==> config.mk <==
export PLATFORM = sky130hd
export DESIGN_NAME = maze_carver_bt
export DESIGN_NICKNAME = d
export VERILOG_FILES = /design/src/rtl/maze_carver_bt.sv
export SDC_FILE = /design/constraint.sdc
export NUM_CORES = 1
export LEC_CHECK = 0
export ABC_CLOCK_PERIOD_IN_PS = 1900
export BUFFER_PORTS_ARGS = -buffer_cell sky130_fd_sc_hd__buf_2
export CAP_MARGIN = 40
export CORE_UTILIZATION = 35
export CTS_CLUSTER_DIAMETER = 150
export DETAILED_ROUTE_END_ITERATION = 7
export PLACE_DENSITY_LB_ADDON = 0.05
export SKIP_LAST_GASP = 1
export SYNTH_ARGS = -nofsm -noshare
export SYNTH_HDL_FRONTEND = slang
export SYNTH_SLANG_ARGS = --single-unit
==> constraint.sdc <==
create_clock -name clk -period 1.9 [get_ports clk]
set_input_delay 0.095 -clock clk [delete_from_list [all_inputs] [get_ports clk]]
set_output_delay 0.095 -clock clk [all_outputs]
set_load 0.05 [all_outputs]
==> src/rtl/maze_carver_bt.sv <==
// Binary-tree maze carver: fills an X_MAX*Y_MAX cell memory one cell per clock, with a registered read port.
// Optional MAZE_LOOPS_EN opens both passages on some interior cells, which creates loops.
module maze_carver_bt #(
   parameter int X_MAX = 4,
   parameter int Y_MAX = 4,
   parameter int XW    = 3,
   parameter int YW    = 3
) (
   input  logic          clk,
   input  logic          reset,
   input  logic          start,
   input  logic [15:0]   seed,
   input  logic [XW-1:0] x_dimension,
   input  logic [YW-1:0] y_dimension,
   input  logic [XW-1:0] rd_x,
   input  logic [YW-1:0] rd_y,
   output logic [1:0]    rd_data,
   output logic          busy,
   output logic          finish
);

   localparam int DEPTH = X_MAX * Y_MAX;
   localparam int AW    = (DEPTH > 1) ? $clog2(DEPTH) : 1;
   localparam logic [XW-1:0] W_MAX     = XW'(X_MAX);
   localparam logic [YW-1:0] H_MAX     = YW'(Y_MAX);
   localparam logic [15:0]   LFSR_INIT = 16'hACE1;
   localparam logic [15:0]   LFSR_MASK = 16'hB400;

   typedef enum logic [1:0] {IDLE, CARVE, DONE} state_t;

   state_t        state_q, state_d;
   logic [XW-1:0] x_q, w_q, w_sel;
   logic [YW-1:0] y_q, h_q, h_sel;
   logic [15:0]   lfsr_q, lfsr_next;
   logic [1:0]    mem [DEPTH];
   logic [1:0]    cell_val;
   logic          last_col, last_row, last_cell, rd_in_range;
   logic [AW-1:0] wr_addr, rd_addr;

   always_comb begin
      state_d = state_q;
      case (state_q)
         IDLE:    if (start) state_d = CARVE;
         CARVE:   if (last_cell) state_d = DONE;
         DONE:    state_d = IDLE;
         default: state_d = IDLE;
      endcase
   end

   // Zero or oversized dimensions fall back to the full memory.
   always_comb begin
      w_sel = x_dimension;
      h_sel = y_dimension;
      if (x_dimension == '0 || x_dimension > W_MAX) w_sel = W_MAX;
      if (y_dimension == '0 || y_dimension > H_MAX) h_sel = H_MAX;
   end

   assign last_col  = (x_q == w_q - XW'(1));
   assign last_row  = (y_q == h_q - YW'(1));
   assign last_cell = last_col && last_row;
   assign lfsr_next = lfsr_q[0] ? ({1'b0, lfsr_q[15:1]} ^ LFSR_MASK) : {1'b0, lfsr_q[15:1]};
   assign wr_addr   = AW'(y_q * X_MAX + x_q);

   // Top row can only open east, right column only north; the top-right corner is closed.
   always_comb begin
      cell_val = 2'b01;
      if (y_q == '0) begin
         cell_val = last_col ? 2'b00 : 2'b01;
      end else if (last_col) begin
         cell_val = 2'b10;
      end else begin
         cell_val = lfsr_q[0] ? 2'b10 : 2'b01;
`ifdef MAZE_LOOPS_EN
         if (lfsr_q[3:1] == 3'b000) cell_val = 2'b11;
`endif
      end
   end

   always_ff @(posedge clk) begin
      if (reset) begin
         state_q <= IDLE;
         busy    <= 1'b0;
         finish  <= 1'b0;
         lfsr_q  <= LFSR_INIT;
         w_q     <= W_MAX;
         h_q     <= H_MAX;
         x_q     <= '0;
         y_q     <= '0;
      end else begin
         state_q <= state_d;
         case (state_q)
            IDLE: begin
               if (start) begin
                  x_q    <= '0;
                  y_q    <= '0;
                  busy   <= 1'b1;
                  finish <= 1'b0;
                  w_q    <= w_sel;
                  h_q    <= h_sel;
                  lfsr_q <= (seed == 16'h0000) ? LFSR_INIT : seed;
               end
            end
            CARVE: begin
               lfsr_q <= lfsr_next;
               if (last_col) begin
                  x_q <= '0;
                  y_q <= y_q + YW'(1);
               end else begin
                  x_q <= x_q + XW'(1);
               end
               if (last_cell) busy <= 1'b0;
            end
            DONE:    finish <= 1'b1;
            default: ;
         endcase
      end
   end

   always_ff @(posedge clk) begin
      if (!reset && state_q == CARVE) mem[wr_addr] <= cell_val;
   end

   assign rd_in_range = (rd_x < w_q) && (rd_y < h_q);
   assign rd_addr     = AW'(rd_y * X_MAX + rd_x);

   always_ff @(posedge clk) begin
      if (reset) rd_data <= 2'b00;
      else       rd_data <= rd_in_range ? mem[rd_addr] : 2'b00;
   end

endmodule
Word level (Yosys, flattened, before mapping)
Memory sizes are Yosys's and may differ from the RTL's. A register that Yosys moved wholly into a read port is not among the register bits.
Index checks and enable logic that the tools add are counted.
- add/subtract/negate cells: 6
- magnitude comparators: 4
- equal/unequal tests: 7
- multiplexer cells: 25
- bitwise gates (word level): 2
- reductions and logical operators: 20
- operators with widths (operator ; count):
    16-bit 2-to-1 mux ; 3
    16-bit one-hot mux with 2 select lines ; 1
    16-bit logical NOT ; 1
    3-bit 2-to-1 mux ; 5
    3-bit one-hot mux with 2 select lines ; 2
    2-bit 2-to-1 mux ; 5
    3-bit logical NOT ; 3
    4-bit by 3-bit adder with 4-bit output ; 2
    2-bit AND reduction ; 4
    3-bit by 1-bit adder with 3-bit output, second input constant ; 2
    3-bit == test ; 2
    3-bit > comparator, second input constant ; 2
    3-bit less-than comparator ; 2
    1-bit 2-to-1 mux ; 6
    2-bit inequality test, second input constant ; 3
    3-bit AND reduction ; 2
    3-bit by 1-bit subtractor with 3-bit output, second input constant ; 2
    3-bit inverter with 4-bit output ; 1
    1-bit one-hot mux with 2 select lines ; 2
    2-bit one-hot mux with 2 select lines ; 1
    2-bit nonzero test ; 2
    1-bit logical AND ; 3
    2-bit by 1-bit == test with 1-bit output, second input constant ; 1
    2-bit == test, second input constant ; 1
    other kinds (5) ; 6
- bits in registers: 32
- bits in writable memories: 32
- output and inout port bits: 4
- memories kept: 1
- memories (memory ; depth ; bits a word ; read ports ; clocked after memory_dff ; write ports ; RTL line ; source):
    mem ; 16 ; 2 ; 1 ; 1 ; 1 ; 35 ; logic [1:0] mem [DEPTH];

Longest topological paths before layout
Gate-level depths: netlist (run 1).
- depth in word-level cells: 5
- depth in mapped cells: 7
- gate-level depth less buffers: 7

Worst setup path before layout (run 1)
Ideal clock, no wire load.
- path kind: flip-flop to flip-flop
- from: register w_q[0]
- to: memory mem[0][0] (data pin)
- library setup time: 0.291 ns
- arrival: 1.535 ns
- data required time: 1.609 ns
- path slack: 0.074 ns
- cell stages (with the launch flop): 6
- buffers on the path: 0
- period minus slack after synthesis: 1.826 ns
- path through: dfxtp_1 inv_1 ha_1 xnor2_1 nor3_4 a21oi_1
- longest elaborated chain between the ends: 4
- elaborated cells between the ends (all ways): 5
- those cells by class: add/sub (1); eq/ne (1); mux (3)
- RTL lines (item ; RTL line ; source):
    start, declared ; 32 ; logic [XW-1:0] x_q, w_q, w_sel;
    start signal, assigned ; 98 ; w_q <= w_sel;
    3-bit by 1-bit subtractor with 3-bit output (*) ; 58 ; assign last_col = (x_q == w_q - XW'(1));
    3-bit == test (*) ; 58 ;
    2-bit 2-to-1 mux or 1-bit 2-to-1 mux (tied branches) ; 69, 68 ;
    2-bit 2-to-1 mux (*) ; 67 ; if (y_q == '0) begin
    named net cell_val[0] ; 36 ; logic [1:0] cell_val;
    end, declared ; 35 ;
Mark *: on every way through the listed nets, which the timed path passes. The rest lies on a longest branch.

Final worst setup path (run 1)
- from: register w_q[2]
- to: register y_q[0]
- longest elaborated chain between the ends: 4
- RTL lines (item ; RTL line ; source):
    3-bit by 1-bit subtractor with 3-bit output ; 58 ;
    3-bit == test ; 58 ;
    2-bit inequality test (no line) ; - ;
    3-bit AND reduction (no line) ; - ;
    end signal, assigned ; 107 ; y_q <= y_q + YW'(1);
    end, declared ; 33 ; logic [YW-1:0] y_q, h_q, h_sel;
Every way passes these cells.
A chain may end at the register's enable or synchronous reset.

==> results.txt, run 1 <==
Dividing the detail-routed wire length by the instance count gives 15.0 µm. The run finished, with violations left. In this run, placement finished with an instance count of 456. 0 antenna diodes ended up in the layout. The run gives 9620 µm² as the area enclosed by the die boundary. In this run the critical register-to-register path is captured at y_q[0]. Summed over all nets, the switching power comes to 823 µW. After the flow finishes, the layout carries non-filler instances totaling 475. The number of enable flip-flop cells after synthesis works out to 32. The run gives 0.683 as the worst relative slew slack. The count of buffers added on input and output ports is 34. The tree built by TritonCTS fans out to 66 sinks. The count of state elements after synthesis is 66, and the die width is 98.1 µm.

Endpoint of the worst hold-timing path: lfsr_q[6]. The clock period could shrink to 1.77 ns. The required time of the worst setup path came out at 2.13 ns. The total number of placement rows came out at 34. The critical path data arrival time came out at 2.00 ns. Adding up every negative setup slack in the final design gives 0 ns. Across all hold checks on the routed design, the worst slack comes to 0.0135 ns.

The tools report the category of the worst setup path launch point as a register. The transition at the pin with the smallest max-transition slack was 0.471 ns. The tools report the global router's overall resource usage as 0.161.

IR analysis of the VDD net gives a maximum drop of 0.000429 V. After technology mapping, the gate count stands at 315. The via count of the first global-routing pass is 2400, and the share of cells above drive strength 1 is 0.218.

The startpoint identified for the worst register-to-register timing path is w_q[2]. Counting the fill cells in the layout gives 878. In this run the count of I/O pins placed on the die edge is 35. Sequential share of the synthesized area: 0.508.

The number of cells on the worst reg-to-reg path is 6. In the routed design, unresolved DRC markers number 3. For the part of the power in the clock network, the log shows 0.420.

The insertion delay of the later-clocked pin in the worst-skew pair came out at 0.34 ns. The run gives 0 as the number of pins with negative max-slew slack in the final report. The final HPWL from detailed placement is 4.95 mm. Startpoint of the worst hold path: seed[6]. The detailed-route vias per instance works out to 5.02. The iteration-0 DRC count of the detailed router is 73.

The post-synthesis async set-or-reset flop share came out at 0. The global-route wire length before repair was 11.8 mm; the relative area change from synthesis to final layout was 19.4%. The count of max-cap constraint violations is 0, and the initial antenna violation count is 0. The share of the cycle needed by the critical path after routing was 0.931; the power density normalized to cell area was 881 nW/µm². The internal power is 2.58 mW.

The pin count of the biggest net entering global routing was 34. Setup violations remaining at the end of the flow were counted as 0. The final reports fail on design-rule violations.

The die span in y was 98.1 µm. Timing would allow up to 0.565 GHz. The count of different cell masters after synthesis came out at 41. The worst setup path is captured at a register. The final count of hold timing violations is 0. After the last flow step, the layout net total stands at 409. The run gives 0.718 as the final RePlAce weighted congestion. The switching fraction of total power was 0.242. The iteration count of the initial detailed-routing pass was 6. No sink is reached through more buffers than the 2 on the longest clock path. The number of levels in the clock H-tree was 3. For this block, the routed nets add up to 7.12 mm of wire.

In this run the mean area of a mapped cell was 10.3 µm². After routing the design area is 3860 µm². The via count was 2386; the combinational group share of total power was 0.118. The area of the placeable core is 8850 µm². After synthesis the cells add up to 3230 µm². TritonCTS built the clock tree. The synthesized net count was 362; the leakage power was 1.50 nW. The post-place setup slack was 0.0743 ns. In the synthesized netlist the dominant register cell turns out to be sky130_fd_sc_hd__dfxtp_1. The setup check on the worst reg-to-reg path leaves a slack of 0.13 ns. Between clock sinks in the finished design, the worst skew comes to 0.00975 ns. Setup repair after global routing left no endpoint under its margin.

Summing all placed instances gives a cell area of 3590 µm². The effective utilization at floorplan was 0.365. The tree is rooted in a sky130_fd_sc_hd__clkbuf_8.

The critical path is of the register to register type. The tools report the total clock buffers created by CTS as 9. Least setup slack across all paths after layout: 0.130 ns.

The clock-pin slew reported for the worst setup and hold paths after clock tree synthesis is 0.08 ns, and the leftover overflow at the end of global routing is 0. Type of the tightest min-delay check: input pin to register. Along the worst path, the maximum fanout reaches 7. Along the worst hold path, the cell count comes to 3.

The sequential share of power was 0.462. Tracing the worst setup path back leads to its startpoint at w_q[2]. The post-cts gate resize count is 0, and the number of nets with antenna violations after routing is 0. The count of synthesis-stage warnings from yosys was 0.
how the worst max path moves through the flow:
stage / to / slack, ns / cells past startpoint
global placement: y_q[0] / 0.09 / 7
global route: mem[13][0] / 0.01 / 4
detailed placement: y_q[0] / 0.07 / 7
CTS: y_q[0] / 0.06 / 7
floorplan: mem[0][0] / 0.07 / 5
finish: y_q[0] / 0.13 / 6
metal layers:
| layer | up-vias | GRT usage | routed length, µm |
|---|---|---|---|
| met5 | - | 0 | 0 |
| met4 | 0 | 0.0490 | 58 |
| met3 | 4 | 0.0465 | 260 |
| met2 | 45 | 0.252 | 3200 |
| met1 | 1110 | 0.216 | 3600 |
| li1 | 1227 | - | - |
worst max-delay path: stages, from the launching register on:
cell and delay, ns:
sky130_fd_sc_hd__dfxtp_1 0.36, sky130_fd_sc_hd__xor3_2 0.46, sky130_fd_sc_hd__nor3_4 0.18, sky130_fd_sc_hd__buf_4 0.17, sky130_fd_sc_hd__mux2_4 0.30, sky130_fd_sc_hd__a22oi_2 0.13, sky130_fd_sc_hd__nor2_2 0.04
final cells by class:
class                   instances  area (µm²)  share of cell area
clock buffers                   9         124              0.0321
flip-flops and latches         66        1640               0.425
clock inverters                 7         118              0.0305
repair buffers                 52         323              0.0836
multi-input cells             217        1460               0.378
inverters                      16        60.1              0.0156
well taps                     108         135              0.0350
timing repair:
item,in CTS,in global routing
buffers inserted,0,1
endpoints found under the hold margin,2,0
hold buffers,2,0
setup endpoints to repair,0,4
flip-flops by register name, indices dropped and copies added, names as in the netlist:
name,cells
lfsr_q,16
rd_data,2
y_q,3
busy,1
mem,32
w_q,3
h_q,3
state_q,2
finish,1
x_q,3
placed cells by master (no fill, tap or decap), types with 8 or more instances in the layout:
| cell | synthesis | final |
|---|---|---|
| sky130_fd_sc_hd__dfxtp_1 | 34 | 34 |
| sky130_fd_sc_hd__ha_1 | 16 | 16 |
| sky130_fd_sc_hd__inv_1 | 16 | 16 |
| sky130_fd_sc_hd__edfxtp_1 | 32 | 32 |
| sky130_fd_sc_hd__buf_4 | 2 | 15 |
| sky130_fd_sc_hd__clkbuf_8 | 0 | 9 |
| sky130_fd_sc_hd__nand2_1 | 17 | 17 |
| sky130_fd_sc_hd__o21ai_0 | 11 | 11 |
| sky130_fd_sc_hd__nor2_1 | 48 | 48 |
| sky130_fd_sc_hd__a21oi_1 | 24 | 24 |
| sky130_fd_sc_hd__o22ai_1 | 8 | 8 |
| sky130_fd_sc_hd__buf_2 | 3 | 34 |
cells in the mapped netlist, types with 4 or more instances:
cell type | n | share of area
sky130_fd_sc_hd__a21oi_1 | 24 | 0.037
sky130_fd_sc_hd__mux4_2 | 4 | 0.028
sky130_fd_sc_hd__ha_1 | 16 | 0.062
sky130_fd_sc_hd__a311oi_1 | 6 | 0.016
sky130_fd_sc_hd__nor4_1 | 4 | 0.0077
sky130_fd_sc_hd__nand3_1 | 4 | 0.0062
sky130_fd_sc_hd__a211oi_1 | 4 | 0.0093
sky130_fd_sc_hd__mux2i_1 | 4 | 0.012
sky130_fd_sc_hd__inv_1 | 16 | 0.019
sky130_fd_sc_hd__clkbuf_1 | 11 | 0.013
sky130_fd_sc_hd__nor3_1 | 7 | 0.011
sky130_fd_sc_hd__o21bai_1 | 7 | 0.016
sky130_fd_sc_hd__o22ai_1 | 8 | 0.015
sky130_fd_sc_hd__xnor2_1 | 7 | 0.019
sky130_fd_sc_hd__o21ai_0 | 11 | 0.017
sky130_fd_sc_hd__dfxtp_1 | 34 | 0.21
sky130_fd_sc_hd__edfxtp_1 | 32 | 0.30
sky130_fd_sc_hd__xor2_1 | 6 | 0.016
sky130_fd_sc_hd__nand2_1 | 17 | 0.020
sky130_fd_sc_hd__nor2_1 | 48 | 0.056
sky130_fd_sc_hd__nand2b_1 | 6 | 0.012
sky130_fd_sc_hd__nor2b_1 | 7 | 0.014
power by group through the flow:
stage	clock network [mW]	logic, mW	registers, mW
3_5_place_dp	0	0.400	1.60
6_report	1.43	0.401	1.57
4_1_cts	1.47	0.406	1.57
3_3_place_gp	0	0.401	1.60
2_1_floorplan	0	0.262	1.61
5_1_grt	1.52	0.454	1.58
cells by family (layout without fill, tap and decap cells):
kind of cell | Yosys count | in the layout | synth area share
fa+ha+maj | 16 | 16 | 0.0619
flops | 66 | 66 | 0.508
compound gates | 75 | 75 | 0.152
simple gates | 103 | 103 | 0.150
buf+inv | 32 | 84 | 0.0406
xor+xnor | 14 | 14 | 0.0430
mux | 9 | 9 | 0.0449
through the flow:
stage / total power, mW / util
floorplan: 1.87 / -
detailed placement: 2.00 / 0.406
finish: 3.40 / 0.436
CTS: 3.45 / 0.435
global route: 3.55 / 0.436
global placement: 2.00 / 0.406
No activity file was read; power rests on OpenSTA's default activity.
==> run 2: changes to the inputs <==
Settings changed: PLACE_DENSITY_LB_ADDON 0.05 to 0.15.
==> run 2 against run 1 <==
Against the previous run: the run now ends clean; final cell count shrank 0.63%; die area is the same; utilization shrank 1.2 points; global-route usage shrank 0.52 points; critical path depth is the same; first-iteration DRC count grew 5.5%; highest routed layer unchanged.
==> results.txt, run 2 (synthesized netlist as in run 1, its figures left out) <==
The run finished with clean final reports. At the placement stage, the worst setup path has a slack of 0.0911 ns. The die is 98.1 µm wide. The layout filler cell count was 875.

TritonCTS built the clock tree. The count of max-cap constraint violations is 0. The register with the most flip-flops in the final layout is mem. In the final design database the tool counted 406 nets.

The total negative slack came out at 0 ns. The number of cells in the finished layout apart from fillers is 472. The root buffer cell chosen for the clock tree is sky130_fd_sc_hd__clkbuf_8. The region available for standard cell placement spans 8850 µm².

The tools report the maximum resistive drop on vdd as 0.000312 V. Most common cell after layout, fill and taps aside: sky130_fd_sc_hd__nor2_1. The logs give 0 for the leftover overflow at the end of global routing and 0 for the number of nets with antenna violations after routing. The number of buffers and inverters on the critical path is 1, and the share of cells above drive strength 1 is 0.212.

The total clock buffers created by CTS is 9, and the initial antenna violation count is 0. The tools report the critical path data arrival time as 2.00 ns. The pre-antenna-repair detailed-routing pass consisted of 4 iterations.

The total net switching power was 760 µW. The floorplan step defined a die boundary enclosing 9620 µm². The global router's overall resource usage is 0.156. The clock-pin slew reported for the worst setup and hold paths after clock tree synthesis works out to 0.07 ns.

The switching fraction of total power works out to 0.256. The slowest cell on the critical path is sky130_fd_sc_hd__xor3_2. For the leakage power, the log shows 1.46 nW. The critical path goes through xor3_2 > nor3_4 > buf_12 > mux2_4 > a22oi_2 > nor2_2. Buffers inserted during post-CTS setup optimization: 0. The internal power is 2.21 mW, and the highest clock rate is 0.560 GHz.

In the layout the commonest cells are sky130_fd_sc_hd__nor2_1 (48), sky130_fd_sc_hd__dfxtp_1 (34), sky130_fd_sc_hd__buf_2 (34). Share of the core filled with cells: 0.424. The part of the power in the clock network is 0.336, and the required time of the worst setup path is 2.12 ns. Setup repair after global routing left no endpoint under its margin.

For the count of boundary I/O pins, the log shows 35. The category of the worst setup path launch point is a register. In this run the deepest clock path goes through 2 buffers. The worst hold path belongs to the class input pin to register.

The number of pins with negative max-slew slack in the final report was 0; the storage element area was 1640 µm². For this block, the initial DRC count from the detailed router was 77. The run gives 66 as the number of sinks on the clock net.

The later pin in the worst-skew pair is clocked with a latency of 0.34 ns. The power density normalized to cell area is 792 nW/µm². The combinational group share of total power is 0.135, and the sequential share of power is 0.529. The transition at the pin with the smallest max-transition slack is 0.431 ns, and the number of flip-flops in the largest register is 32. In the final layout, the multi-input gates occupy 1460 µm². The number of antenna diodes in the final layout is 0.

At the end of routability-driven placement, the weighted congestion stood at 0.742. The final HPWL from detailed placement is 5.07 mm. The run gives 34 as the total number of placement rows.

Post-CTS repair changed the size of 0 cells. The global-route wire length before repair came out at 11.6 mm. Die span in y: 98.1 µm. The effective utilization at floorplan was 0.365; the power consumption was 2.97 mW.

Entering global routing, the biggest net connects 34 pins. By startpoint and endpoint, the worst setup path is classified as register to register. The peak fanout along the critical path was 10. STA classifies the critical path endpoint as a register.

The largest registers in the layout are mem x32, lfsr_q x16. The via count of the first global-routing pass was 2309; the count of input and output buffers was 34. Using the TritonRoute via totals, the vias-per-cell ratio works out to 4.98. The via count is 2350. Clock period minus final worst setup slack: 1.78 ns. After detailed routing, the average wire length per cell comes to 14.8 µm. Final-report setup violation count: 0. The residual DRC count is 0. For the final database, setup skew stands at 0.0108 ns. The final count of hold timing violations came out at 0. The tools report the least setup slack across all paths after layout as 0.115 ns.

Including well taps, the total number of placed cells is 456. Relative to the synthesized area, the layout overhead comes to 16.2%. Wires add up to 6.96 mm. Buffers inserted to repair hold after CTS numbered 0. The worst relative slew slack is 0.710, and the share of the cycle needed by the critical path after routing is 0.939.

In this design, the largest share of critical-path delay is due to XOR/XNOR gates. The number of levels in the clock H-tree is 3. In this design, the stage delay of the slowest critical-path cell is 0.46 ns.
[run 2: layout make-up]
class / count / share of cell area
Tap cell: 108 / 0.0360
Clock inverter: 3 / 0.00400
Sequential cell: 66 / 0.437
Inverter: 16 / 0.0160
Timing Repair Buffer: 49 / 0.0786
Multi-Input combinational cell: 217 / 0.389
Clock buffer: 13 / 0.0397
[run 2: power by group through the flow]
stage               combinational [mW]  sequential [mW]  clock (mW)
finish                           0.400             1.57       0.999
global route                     0.451             1.58        1.09
CTS                              0.405             1.57        1.03
detailed placement               0.403             1.60           0
global placement                 0.398             1.60           0
floorplan                        0.262             1.61           0
[run 2: path summary, 6_finish.rpt]
path | depth (start not counted) | from | to | slack, ns
min reg2reg | 2 | h_q[1] | h_q[1] | 0.46
min | 3 | seed[15] | lfsr_q[15] | 0.03
max reg2reg | 6 | w_q[2] | y_q[0] | 0.12
max | 6 | w_q[2] | y_q[0] | 0.12
[run 2: worst min-delay path: stages]
cell and delay [ns]:
sky130_fd_sc_hd__buf_2 0.09, sky130_fd_sc_hd__nor2_1 0.04, sky130_fd_sc_hd__o21bai_1 0.11
[run 2: per-stage QoR]
stage / hold slack (ns) / instance area [µm²]
floorplan: 0.247 / 3230
global placement: 0.369 / 3590
detailed placement: 0.373 / 3590
CTS: 0.0189 / 3750
global route: 0.0337 / 3750
finish: 0.0287 / 3750
[run 2: layer usage]
metal	GRT usage	routed length (µm)	up-vias
met1	0.223	3630	1083
met5	0	0	-
li1	-	-	1220
met4	0.0594	97	0
met2	0.229	3020	41
met3	0.0351	214	6
